===== config.mk =====
export PLATFORM = sky130hd
export DESIGN_NAME = full_adder_reg
export DESIGN_NICKNAME = d
export VERILOG_FILES = /design/src/rtl/fa_pkg.sv /design/src/rtl/fa_cell.sv /design/src/rtl/full_adder_reg.sv
export SDC_FILE = /design/constraint.sdc
export NUM_CORES = 1
export LEC_CHECK = 0
export ABC_AREA = 1
export CORE_AREA = 3 3 40 42
export CTS_CLUSTER_DIAMETER = 60
export DETAILED_ROUTE_END_ITERATION = 16
export DIE_AREA = 0 0 43 45
export GPL_TIMING_DRIVEN = 0
export RECOVER_POWER = 50
export SLEW_MARGIN = 20
export SYNTH_ARGS = -nofsm -noshare
export SYNTH_HDL_FRONTEND = slang
export SYNTH_SLANG_ARGS = --single-unit

===== constraint.sdc =====
create_clock -name clk -period 1.1 [get_ports clk]
set_input_delay 0.22 -clock clk [delete_from_list [all_inputs] [get_ports clk]]
set_output_delay 0.22 -clock clk [all_outputs]
set_load 0.005 [all_outputs]

===== src/rtl/fa_pkg.sv =====
// rtl/fa_pkg.sv - shared types, defaults and reference function for the registered full adder
package fa_pkg;

    localparam int FA_DEFAULT_WIDTH = 1;

    typedef struct packed {
        logic c;
        logic s;
    } fa_bit_res_t;

    // Widest legal operand is 64 bits; callers slice [WIDTH:0] so bit WIDTH is the carry-out.
    function automatic logic [64:0] fa_ref(input logic [63:0] a, input logic [63:0] b, input logic cin);
        return {1'b0, a} + {1'b0, b} + {64'd0, cin};
    endfunction

endpackage


===== src/rtl/fa_cell.sv =====
// rtl/fa_cell.sv - combinational 1-bit full adder cell
module fa_cell
    import fa_pkg::*;
(
    input  logic a,
    input  logic b,
    input  logic ci,
    output logic s,
    output logic co
);

    fa_bit_res_t res;

    always_comb begin
        res   = '0;
        res.s = a ^ b ^ ci;
        res.c = (a & b) | (a & ci) | (b & ci);
    end

    assign s  = res.s;
    assign co = res.c;

endmodule


===== src/rtl/full_adder_reg.sv =====
// rtl/full_adder_reg.sv - ripple-carry adder of WIDTH fa_cells with a one-cycle output register
module full_adder_reg
    import fa_pkg::*;
#(
    parameter int WIDTH = FA_DEFAULT_WIDTH
) (
    input  logic             clk,
    input  logic             rst,
    input  logic             in_valid,
    input  logic [WIDTH-1:0] a,
    input  logic [WIDTH-1:0] b,
    input  logic             cin,
    output logic [WIDTH-1:0] s,
    output logic             c,
    output logic             out_valid
);

    logic [WIDTH:0]   carry;
    logic [WIDTH-1:0] sum;

    logic [WIDTH-1:0] s_q, s_d;
    logic             c_q, c_d;
    logic             out_valid_q, out_valid_d;

    assign carry[0] = cin;

    for (genvar i = 0; i < WIDTH; i++) begin : g_cell
        fa_cell u_cell (
            .a  (a[i]),
            .b  (b[i]),
            .ci (carry[i]),
            .s  (sum[i]),
            .co (carry[i+1])
        );
    end

    // Idle cycles keep the last result so undriven operands never reach s/c.
    always_comb begin
        s_d         = s_q;
        c_d         = c_q;
        out_valid_d = 1'b0;
        if (in_valid) begin
            s_d         = sum;
            c_d         = carry[WIDTH];
            out_valid_d = 1'b1;
        end
    end

    always_ff @(posedge clk) begin
        if (rst) begin
            s_q         <= '0;
            c_q         <= 1'b0;
            out_valid_q <= 1'b0;
        end else begin
            s_q         <= s_d;
            c_q         <= c_d;
            out_valid_q <= out_valid_d;
        end
    end

    assign s         = s_q;
    assign c         = c_q;
    assign out_valid = out_valid_q;

endmodule


# --- Yosys cells after proc, flatten, opt, wreduce, memory -nomap -nowiden ---
# Index checks and enable logic that the tools add are counted.
word_totals:
  ff_bits: 3
  in_bits: 6
classes:
  mux: 1
  bitwise: 7
ops:
  columns: ["operator", "n"]
  rows:
  - ["$and 1x1->1", 3]
  - ["$or 1x1->1", 2]
  - ["$xor 1x1->1", 2]
  - ["$mux 1", 1]

# --- Logic depth before layout (Yosys ltp) ---
# Gate-level depths: netlist of the first run.
depth:
  depth_word: 3
  mapped_depth: 5
  mapped_depth_nobuf: 5

# --- Hierarchy ---
# From an unflattened synthesis of the first run, not the netlist that was laid out.
hier_totals:
  cells_unflattened: 17
  area_unflattened_um2: 128.9
modules_own_cells:
  columns: ["module", "cells_per_inst", "n_inst", "seq_area_each_um2", "area_each_um2"]
  rows:
  - ["full_adder_reg", 16, 1, 60.1, 108.9]
  - ["fa_cell", 1, 1, 0.0, 20.0]

# --- Worst setup path before layout of the first run ---
# OpenSTA, ideal clock, no wires.
synth_timing:
  path_type: "input to register"
  start: "in a"
  end: "reg s_q, in the netlist s"
  t_arrival_ns: 0.909
  cell_stages: 5
  t_required_ns: 1.036
  path_slack_ns: 0.127
  setup_ns: 0.064
  n_path_buf: 0
  cell_sequence: "fa_1 > inv_1 > nand2_1 > nand2_1 > nor2_1"
synth_between:
  elab_chain_len: 2
synth_lines:
  columns: ["element", "line", "rtl"]
  rows:
  - ["start, declared", "full_adder_reg.sv:10", "input logic [WIDTH-1:0] a,"]
  - ["$xor 1x1->1 (2 in a row)", "fa_cell.sv:16", "res.s = a ^ b ^ ci;"]
  - ["end signal, assigned", "full_adder_reg.sv:51", "s_q <= '0;"]
  - ["end signal, assigned", "full_adder_reg.sv:55", "s_q <= s_d;"]
  - ["end, declared", "full_adder_reg.sv:21", "logic [WIDTH-1:0] s_q, s_d;"]
# Every way passes these cells.
# A chain may end at the register's enable or synchronous reset.

# --- Final worst setup path of the first run ---
layout_timing:
  start: "in a"
  end: "reg s_q, in the netlist s"
layout_between:
  elab_chain_len: 2
layout_lines:
  columns: ["element", "line", "rtl"]
  rows:
  - ["$xor 1x1->1 (2 in a row)", "fa_cell.sv:16", null]
  - ["named net g_cell[0].u_cell.s", "fa_cell.sv:8", "output logic s,"]
# The timed path passes the listed nets, and every way through them passes these cells.

==> results of run 1 <==
-- path summary, 6_finish.rpt --
path	to	slack, ns	cells after the start
max reg2reg	s	0.55	2
min reg2reg	c	0.47	2
min	c	0.47	2
max	s	0.06	6
-- stage by stage --
step	cells	hold WS [ns]	setup slack (ns)	utilization, %
final	44	0.474	0.0589	19.2
after global routing	44	0.497	0.00838	19.2
after CTS	44	0.475	0.0328	19.2
after detailed placement	40	0.467	-0.385	17.7
after global placement	40	0.463	-0.345	17.7
after floorplan	17	0.291	0.127	-
-- repair_timing --
action	in CTS	in global routing
endpoints found under the setup margin	5	1
resized for setup	6	0
pin swaps	2	1
buffers inserted	0	0
-- critical path, cell delays in order --
cell                            delay (ns)
sky130_fd_sc_hd__dlygate4sd2_1        0.25
sky130_fd_sc_hd__fa_1                 0.53
sky130_fd_sc_hd__inv_1                0.04
sky130_fd_sc_hd__nand2_1              0.04
sky130_fd_sc_hd__nand2_1              0.04
sky130_fd_sc_hd__nor2_1               0.08
-- logic make-up (layout without fill, tap and decap cells) --
kind of cell / count (synthesis) / in the layout / share of synthesized area (%)
simple gates: 9 / 9 / 26.2
fa+ha+maj: 1 / 1 / 15.5
buf+inv: 4 / 16 / 11.6
flops: 3 / 3 / 46.6
-- final cells by class --
| class | instances | share of cell area, % |
|---|---|---|
| clock buffers | 4 | 10.7 |
| inverters | 4 | 6.09 |
| multi-input cells | 10 | 21.8 |
| flip-flops and latches | 3 | 24.4 |
| well taps | 15 | 7.61 |
| repair buffers | 8 | 29.4 |
-- metal layers --
metal,track usage [%],vias up
met4,7.23,0
met1,3.15,56
met2,5.39,6
met5,0,-
met3,4.38,0
li1,-,71
-- state kept, by name, indices dropped and copies added, names as in the netlist --
name and count:
c 1, out_valid 1, s 1
-- report_power, final --
part | internal [mW] | leakage (nW) | switching [mW]
combinational | 0.0278 | 0.0939 | 0.0212
sequential | 0.117 | 0.0250 | 0.00296
clock | 0.136 | 0.0150 | 0.0581
total | 0.281 | 0.134 | 0.0823
-- cells in the final DEF (no fill, tap or decap) --
master,count
sky130_fd_sc_hd__dlygate4sd2_1,6
sky130_fd_sc_hd__nor2_1,5
sky130_fd_sc_hd__inv_1,4
sky130_fd_sc_hd__nand2_1,4
sky130_fd_sc_hd__dfxtp_1,3
sky130_fd_sc_hd__clkbuf_4,3
sky130_fd_sc_hd__fa_1,1
sky130_fd_sc_hd__clkbuf_1,1
sky130_fd_sc_hd__dlygate4sd3_1,1
sky130_fd_sc_hd__clkdlybuf4s50_1,1
==> flow_summary.rst, run 1 <==
.. list-table::
   :header-rows: 1

   * - Metric
     - Value
   * - Number of antenna cells inserted
     - 0
   * - Largest net degree at the start of global routing
     - 6
   * - Post-synth net total
     - 24
   * - Finished layout cell area
     - around 250 sq um
   * - Uppermost routed layer
     - met3
   * - Clock tree sinks
     - 3
   * - Outcome
     - finished, final reports clean
   * - Ports placed on the boundary
     - 9
   * - Overall routed net length
     - around 330 um
   * - Clk Latency, worst-skew pair
     - 0.23 ns
   * - Count of mapped cells out of synthesis
     - 17
   * - Maximum fanout count along the critical path
     - 1
   * - Shortest clock period the worst path allows after layout
     - approximately 1.0 ns
   * - Beginning of the worst hold path
     - c
   * - CP arrival
     - ~1.2 ns
   * - Post-synthesis cell type with the largest combined area
     - sky130_fd_sc_hd__dfxtp_1
   * - Asr flop ratio synth
     - 0%
   * - Growth of design area from synthesis to finish
     - 91.3%
   * - Core Box Area
     - 0.00128 sq mm
   * - Final hold violation count
     - 0
   * - Worst Max-Slew Pin Slew
     - 0.175 ns
   * - Total global routing track utilization
     - 4.50%
   * - Fmax achieved
     - roughly 960 MHz
   * - Global placer's final weighted congestion
     - around 0.63
   * - Total number of yosys warnings
     - 0
   * - Area share of the largest cell type after synthesis
     - between 40% and 50%
   * - Net total in the final layout
     - 37
   * - Post-route clock period utilization
     - a little over nine tenths
   * - Primary flip-flop cell chosen by synthesis mapping
     - sky130_fd_sc_hd__dfxtp_1
   * - Commonest cells in the synthesized netlist
     - 5 x sky130_fd_sc_hd__nor2_1, 4 x sky130_fd_sc_hd__inv_1, 4 x sky130_fd_sc_hd__nand2_1
   * - Cell at the root of the clock tree
     - sky130_fd_sc_hd__clkbuf_4
   * - Critical path startpoint category
     - primary input
   * - Number of flops mapped to enable cells by yosys
     - 0
   * - Vias in the first global route
     - 140
   * - Setup TNS
     - 0 ns
   * - Aggregate global routing overflow
     - 0
   * - Sequential share of the synthesized area
     - between 40 and 50%
   * - Post-layout power
     - roughly 360 uW
   * - Area taken by multi-input logic gates
     - ~54 sq um
   * - Count of buffers inserted at the top-level ports
     - 8
   * - Initial core utilization
     - 10.0%
   * - FF-to-FF Start
     - s
   * - Worst IR Drop VDD
     - about 190 uV
   * - Final setup violating endpoints
     - 0
   * - Met1 wire length
     - about 110 um
   * - Via count
     - 133
   * - Share of layout cells above drive strength 1
     - ~10%
   * - Mapped Avg Cell Area
     - ~7.6 sq um
   * - Data required time of the critical path
     - around 1.3 ns
   * - Count of hold buffers inserted by post-cts repair
     - 0
   * - Per-cell routed wire length
     - around 7.5 um
   * - Distinct cell type count of the synthesized netlist
     - 5
   * - Global-route wire length before repair
     - roughly 500 um
   * - Post-Place Cell Area
     - ~230 sq um
   * - DRC violations left
     - 0
   * - Die H
     - ~45 um
   * - Number of antenna violations at the first check in global routing
     - 0
   * - Mean number of vias per cell
     - just over 3
   * - Post-synthesis instance area
     - between 100 and 150 sq um
   * - Drt pass-1 iters
     - 1
   * - Most instantiated library cell after synthesis
     - sky130_fd_sc_hd__nor2_1
   * - CTS clk-pin slew, worst paths
     - around 0.040 ns
   * - Met3 WL
     - between 60 and 70 um
   * - Critical Path Sink Type
     - flip-flop
   * - Filler Cells Inserted
     - 150
   * - TritonCTS Buffers
     - 3
   * - Worst setup startpoint
     - a
   * - Die outline area
     - 0.00194 sq mm
   * - CTS H-tree lvls
     - 1
   * - Hold WC Path Type
     - reg -> reg
   * - Register bit count reported by yosys
     - 3
   * - First-iteration detailed-routing DRC count
     - 0
   * - Path type of the worst setup path
     - in -> reg
   * - Rel. slew slack
     - about nine tenths
   * - Number of maximum-capacitance violations
     - 0
   * - Post-route clock skew
     - 0 ns
   * - Number of core rows
     - 13
   * - Max Root-Sink Buffers
     - 2
   * - Remaining number of nets flagged by the antenna check after routing
     - 0
   * - Max Transition Viols Final
     - 0
   * - Power density over the cells
     - approximately 1500 mW/mm^2
   * - Detailed placement HPWL
     - 243 um
   * - Storage element area
     - 60.1 sq um
   * - Synth top area cells
     - sky130_fd_sc_hd__dfxtp_1 47%, sky130_fd_sc_hd__fa_1 16%, sky130_fd_sc_hd__nor2_1 15%
   * - Leakage
     - about 0.13 nW
   * - TritonCTS clock tree
     - built
   * - Die outline width
     - about 43 um
   * - Length of routed met2 wiring
     - ~150 um
   * - RSZ-0062 raised after global routing
     - no
Power figures use the tool's default switching activity.
==> run 2: changes to the inputs <==
--- a/config.mk
+++ b/config.mk
@@ -11,6 +11,7 @@
 export DETAILED_ROUTE_END_ITERATION = 16
 export DIE_AREA = 0 0 43 45
 export GPL_TIMING_DRIVEN = 0
+export MAX_ROUTING_LAYER = met4
 export RECOVER_POWER = 50
 export SLEW_MARGIN = 20
 export SYNTH_ARGS = -nofsm -noshare
==> constraint.sdc (replaced) <==
create_clock -name clk -period 1 [get_ports clk]
set_input_delay 0.2 -clock clk [delete_from_list [all_inputs] [get_ports clk]]
set_output_delay 0.2 -clock clk [all_outputs]
set_load 0.005 [all_outputs]
==> run 2 against run 1 <==
Net effect: cell count stayed put; hold slack got worse by 0.012 ns; die area is the same; sequential power grew 11%; combinational power increased by 7.3%; global-route usage rose by 0.14 points; clock power grew 9.8%; via count did not move; register-to-register slack lost 0.10 ns; total power up 9.7%; clock-buffer cell count unchanged.
==> flow_summary.rst, run 2 (synthesis gave the netlist of run 1 again) <==
.. list-table::
   :header-rows: 1

   * - Metric
     - Value
   * - CTS H-tree lvls
     - 1
   * - Clk Latency, worst-skew pair
     - between 0.2 and 0.25 ns
   * - Outcome
     - finished, final reports clean
   * - Power density over the cells
     - 1690 mW/mm^2
   * - Non-filler cells in the finished layout
     - between 40 and 50
   * - Worst setup startpoint
     - out_valid
   * - Delay of the slowest critical-path stage
     - between 0.2 and 0.3 ns
   * - Core Box Area
     - 0.00128 sq mm
   * - FF-to-FF End
     - s
   * - Minimum hold slack
     - 0.462 ns
   * - Critical path startpoint category
     - flip-flop
   * - Highest-count cells in the layout ignoring fill and taps
     - 5 x sky130_fd_sc_hd__nor2_1, 4 x sky130_fd_sc_hd__inv_1, 4 x sky130_fd_sc_hd__nand2_1
   * - Rel. slew slack
     - between 80% and 90%
   * - Capture point of the critical path
     - out_valid
   * - CP arrival
     - 0.76 ns
   * - Number of maximum-capacitance violations
     - 0
   * - Net total in the final layout
     - 37
   * - TritonCTS Buffers
     - 3
   * - Global-route wire length before repair
     - 510 um
   * - Filler Cells Inserted
     - around 150
   * - Global placer's final weighted congestion
     - about 0.64
   * - Util after Layout
     - between 10% and 20%
   * - Post-layout power
     - ~400 uW
   * - Setup ws final
     - ~0.038 ns
   * - Overall routed net length
     - between 300 and 400 um
   * - Family of cells with the greatest summed delay on the critical path
     - flip-flops
   * - Vias in the first global route
     - 140
   * - Max Transition Viols Final
     - 0
   * - Setup slack on the worst flop-to-flop path
     - around 0.45 ns
   * - Leakage
     - about 0.13 nW
   * - Post-route clock skew
     - 0 ns
   * - Worst r2r path cells
     - 2
   * - Setup TNS
     - 0 ns
   * - Count of hold buffers inserted by post-cts repair
     - 0
   * - Cell at the root of the clock tree
     - sky130_fd_sc_hd__clkbuf_4
   * - Die H
     - between 40 and 50 um
   * - Ports placed on the boundary
     - 9
   * - Shortest clock period the worst path allows after layout
     - 0.962 ns
   * - Count of buffers inserted at the top-level ports
     - 8
   * - Cell total after placement
     - 40
   * - DRC violations left
     - 0
   * - First-iteration detailed-routing DRC count
     - 0
   * - Die outline width
     - about 43 um
   * - Buffer and inverter count on the worst path
     - 1
   * - Fmax achieved
     - around 1000 MHz
   * - Aggregate global routing overflow
     - 0
   * - Growth of design area from synthesis to finish
     - 83.5%
   * - Critical Path Sink Type
     - output pin
   * - Number of antenna cells inserted
     - 0
   * - Data required time of the critical path
     - ~0.80 ns
   * - Cells along the critical path
     - dlygate4sd2_1
   * - FF-to-FF Start
     - s
   * - Via count
     - between 100 and 150
   * - Per-cell routed wire length
     - roughly 7.5 um
   * - Initial core utilization
     - about a tenth
   * - Die outline area
     - 0.00194 sq mm
   * - Post-Place Cell Area
     - approximately 230 sq um
   * - Final hold violation count
     - 0
   * - Remaining number of nets flagged by the antenna check after routing
     - 0
   * - Number of stages on the worst setup path
     - 1
   * - Total global routing track utilization
     - under 10%
   * - TritonCTS clock tree
     - built
   * - Hold WC Path Type
     - in -> reg
   * - Detailed placement HPWL
     - around 240 um
   * - Commonest non-fill, non-tap cell in the layout
     - sky130_fd_sc_hd__nor2_1
   * - Maximum fanout count along the critical path
     - 1
   * - Post-route clock period utilization
     - 96.2%
   * - Mean number of vias per cell
     - 3.02
   * - Number of core rows
     - 13
   * - Worst Max-Slew Pin Slew
     - ~0.17 ns
   * - Max Root-Sink Buffers
     - 2
   * - Cell with the biggest individual delay on the critical path
     - sky130_fd_sc_hd__dfxtp_1
   * - Clock tree sinks
     - 3
   * - Share of layout cells above drive strength 1
     - roughly 21%
   * - RSZ-0062 raised after global routing
     - yes
   * - Minimum setup slack after placement
     - -0.465 ns
   * - Post-CTS setup buffers
     - 0
   * - Worst IR Drop VDD
     - roughly 210 uV
   * - Path type of the worst setup path
     - reg -> out
   * - Largest net degree at the start of global routing
     - 6
   * - Number of antenna violations at the first check in global routing
     - 0
   * - Drt pass-1 iters
     - 1
   * - CTS clk-pin slew, worst paths
     - 0.04 ns
   * - Final setup violating endpoints
     - 0
   * - Finished layout cell area
     - 236 sq um
[run 2: cell count changes in the layout (fill, tap and decap cells not counted)]
cell	previous run	this run
sky130_fd_sc_hd__clkbuf_2	0	3
sky130_fd_sc_hd__clkdlybuf4s15_1	0	1
sky130_fd_sc_hd__clkdlybuf4s50_1	1	2
sky130_fd_sc_hd__dlygate4sd2_1	6	2
sky130_fd_sc_hd__dlygate4sd3_1	1	0
[run 2: metal layers]
metal  global-route usage (%)  up-vias  wire length, um
met3                     4.38        0               65
li1                         -       71                -
met5                        -        -                0
met4                     7.23        0                0
met1                     3.15       56              109
met2                     5.39        6              155
[run 2: timing repair]
action	4_1_cts	5_1_grt
pin swaps	2	1
endpoints found under the setup margin	5	3
resized for setup	9	4
[run 2: area by class of cell]
type,count,area [sq um],share of cell area (%)
Timing Repair Buffer,8,62.6,26.5
Sequential cell,3,60.1,25.4
Multi-Input combinational cell,10,53.8,22.8
Clock buffer,4,26.3,11.1
Tap cell,15,18.8,7.94
Inverter,4,15.0,6.35
[run 2: how the worst min path moves through the flow]
stage	startpoint	end	slack (ns)	cells after the start
after floorplan	rst	out_valid	0.27	1
after global placement	c	c	0.46	2
after detailed placement	c	c	0.47	2
after CTS	c	c	0.48	2
after global routing	c	c	0.50	2
final	a	s	0.46	6
[run 2: power by group]
group / switching [mW] / leakage [nW] / internal [mW] / total, mW
registers: 0.00356 / 0.0250 / 0.129 / 0.133
clock network: 0.0639 / 0.0150 / 0.150 / 0.213
logic: 0.0233 / 0.0869 / 0.0293 / 0.0526
total: 0.0907 / 0.127 / 0.308 / 0.399
==> run 3: changes to the inputs <==
--- a/config.mk
+++ b/config.mk
@@ -6,10 +6,10 @@
 export NUM_CORES = 1
 export LEC_CHECK = 0
 export ABC_AREA = 1
-export CORE_AREA = 3 3 40 42
+export CORE_AREA = 2 2 39 41
 export CTS_CLUSTER_DIAMETER = 60
 export DETAILED_ROUTE_END_ITERATION = 16
-export DIE_AREA = 0 0 43 45
+export DIE_AREA = 0 0 41 43
 export GPL_TIMING_DRIVEN = 0
 export MAX_ROUTING_LAYER = met4
 export RECOVER_POWER = 50
==> run 3 against run 2 <==
Net effect: cell count is 2.3% higher; utilization is 0.59 points lower; via count is 2.3% higher; largest power group unchanged; highest routed layer unchanged.
==> flow_summary.rst, run 3 (synthesis gave the netlist of run 1 again) <==
.. list-table::
   :header-rows: 1

   * - Metric
     - Value
   * - Die outline area
     - between 0.0015 and 0.002 sq mm
   * - Number of antenna cells inserted
     - 0
   * - Vias in the first global route
     - 129
   * - Growth of design area from synthesis to finish
     - 91.3%
   * - Share of total power consumed by net switching
     - roughly 23%
   * - Data required time of the critical path
     - between 1 and 1.5 ns
   * - Via count
     - about 140
   * - Max Root-Sink Buffers
     - 2
   * - Final hold violation count
     - 0
   * - Global-route wire length before repair
     - approximately 410 um
   * - Number of antenna violations at the first check in global routing
     - 0
   * - Number of maximum-capacitance violations
     - 0
   * - Delay of the slowest critical-path stage
     - slightly below 0.5 ns
   * - Share of layout cells above drive strength 1
     - between 10% and 20%
   * - Worst r2r path cells
     - 2
   * - Mean number of vias per cell
     - slightly above 3
   * - Worst IR Drop VDD
     - 205 uV
   * - CTS H-tree lvls
     - 1
   * - Power density over the cells
     - between 1500 and 2000 mW/mm^2
   * - Filler Cells Inserted
     - around 170
   * - Per-cell routed wire length
     - slightly below 7 um
   * - FF-to-FF End
     - c
   * - Leakage
     - approximately 0.12 nW
   * - CP arrival
     - ~1.1 ns
   * - Critical path startpoint category
     - primary input
   * - Post-route clock period utilization
     - between 90% and 100%
   * - Max Transition Viols Final
     - 0
   * - Total global routing track utilization
     - about 4.3%
   * - Worst Max-Slew Pin Slew
     - 0.172 ns
   * - Core Box Area
     - approximately 0.0014 sq mm
   * - Cells along the critical path
     - dlygate4sd2_1 -> fa_1 -> inv_1 -> nand2_1 -> nand2_1 -> nor2_1
   * - RSZ-0062 raised after global routing
     - no
   * - Overall routed net length
     - between 300 and 400 um
   * - Family of cells with the greatest summed delay on the critical path
     - adder cells
   * - Remaining number of nets flagged by the antenna check after routing
     - 0
   * - Clock share of power
     - 53.7%
   * - Clock tree sinks
     - 3
   * - Number of core rows
     - 14
   * - Fmax achieved
     - roughly 1000 MHz
   * - Maximum fanout count along the critical path
     - 1
   * - Outcome
     - finished, final reports clean
   * - Finished layout cell area
     - between 200 and 250 sq um
   * - Ports placed on the boundary
     - 9
   * - Setup slack on the worst flop-to-flop path
     - around 0.46 ns
   * - Final setup violating endpoints
     - 0
   * - Logic gate share of total power
     - 13.2%
   * - Count of buffers inserted at the top-level ports
     - 8
   * - Net total in the final layout
     - 37
   * - Number of stages on the worst setup path
     - 6
   * - Count of hold buffers inserted by post-cts repair
     - 0
   * - Post-Place Cell Area
     - roughly 230 sq um
   * - Largest net degree at the start of global routing
     - 6
   * - Die H
     - ~43 um
   * - Global placer's final weighted congestion
     - 0.415
   * - FF-to-FF Start
     - c
   * - Minimum hold slack
     - approximately 0.47 ns
   * - Highest-count cells in the layout ignoring fill and taps
     - 5 x sky130_fd_sc_hd__nor2_1, 4 x sky130_fd_sc_hd__inv_1, 4 x sky130_fd_sc_hd__nand2_1
   * - Drt pass-1 iters
     - 1
   * - Clk Latency, worst-skew pair
     - 0.23 ns
   * - TritonCTS clock tree
     - built
   * - Post-CTS setup buffers
     - 0
   * - Buffer and inverter count on the worst path
     - 2
   * - TritonCTS Buffers
     - 3
   * - Path type of the worst setup path
     - in -> reg
   * - Cell with the biggest individual delay on the critical path
     - sky130_fd_sc_hd__fa_1
   * - Initial core utilization
     - a little under a tenth
   * - Most frequent cell on the critical path
     - sky130_fd_sc_hd__nand2_1
   * - Post-route clock skew
     - 0 ns
   * - Detailed placement HPWL
     - 222 um
   * - CTS clk-pin slew, worst paths
     - around 0.040 ns
   * - Rel. slew slack
     - 88.5%
   * - Capture point of the critical path
     - s
   * - Fraction of power consumed by sequential logic
     - about a third
   * - Hold WC Path Type
     - reg -> reg
   * - Cell at the root of the clock tree
     - sky130_fd_sc_hd__clkbuf_4
   * - Aggregate global routing overflow
     - 0
   * - Worst hold path cell count
     - 2
   * - DRC violations left
     - 0
   * - Internal power
     - roughly 310 uW
   * - Commonest non-fill, non-tap cell in the layout
     - sky130_fd_sc_hd__nor2_1
   * - First-iteration detailed-routing DRC count
     - 0
   * - Psw
     - 92.1 uW
   * - Shortest clock period the worst path allows after layout
     - 0.956 ns
   * - Die outline width
     - 41 um
   * - Critical Path Sink Type
     - flip-flop
   * - Worst setup startpoint
     - cin
## run 3: stage by stage
stage          TNS [ns]  worst slack (ns)  total power [mW]  std cells  utilization, %
2_1_floorplan         0            0.0470             0.155         17               -
3_3_place_gp     -0.775            -0.423             0.198         41            16.5
3_5_place_dp     -0.826            -0.440             0.199         41            16.5
4_1_cts               0           0.00633             0.421         45            18.1
5_1_grt               0           0.00345             0.429         45            17.8
6_report              0            0.0439             0.401         45            17.8
## run 3: worst min path at each step
stage	startpoint	endpoint	slack [ns]
2_1_floorplan	rst	out_valid	0.27
3_3_place_gp	c	c	0.47
3_5_place_dp	s	s	0.47
4_1_cts	s	s	0.48
5_1_grt	s	s	0.50
6_report	s	s	0.47
## run 3: layout make-up
class	count	area (sq um)	share of cell area, %
clock buffers	4	26.3	10.7
inverters	4	15.0	6.09
multi-input cells	10	53.8	21.8
flip-flops and latches	3	60.1	24.4
well taps	16	20.0	8.12
repair buffers	8	71.3	28.9
## run 3: timing repair
item	CTS	global route
resized for setup	8	3
pin swaps	1	0
endpoints found under the setup margin	5	3
## run 3: power by group through the flow
| stage | Combinational, mW | Clock, mW | Sequential [mW] |
|---|---|---|---|
| after floorplan | 0.0196 | 0 | 0.136 |
| after global placement | 0.0632 | 0 | 0.134 |
| after detailed placement | 0.0645 | 0 | 0.135 |
| after CTS | 0.0566 | 0.232 | 0.133 |
| after global routing | 0.0604 | 0.235 | 0.134 |
| final | 0.0528 | 0.215 | 0.133 |
## run 3: routing by layer
| layer | share of wire [%] | GRT usage [%] | wire (um) |
|---|---|---|---|
| met2 | 55 | 6.56 | 168 |
| met5 | 0 | - | 0 |
| met1 | 33 | 1.92 | 99 |
| met3 | 12 | 3.14 | 35 |
| met4 | 0 | 6.00 | 0 |
## run 3: worst register-to-register path, stage by stage, from the launching register on
cell	delay [ns]
sky130_fd_sc_hd__dfxtp_1	0.30
sky130_fd_sc_hd__nor2_1	0.08
sky130_fd_sc_hd__nor2_1	0.05
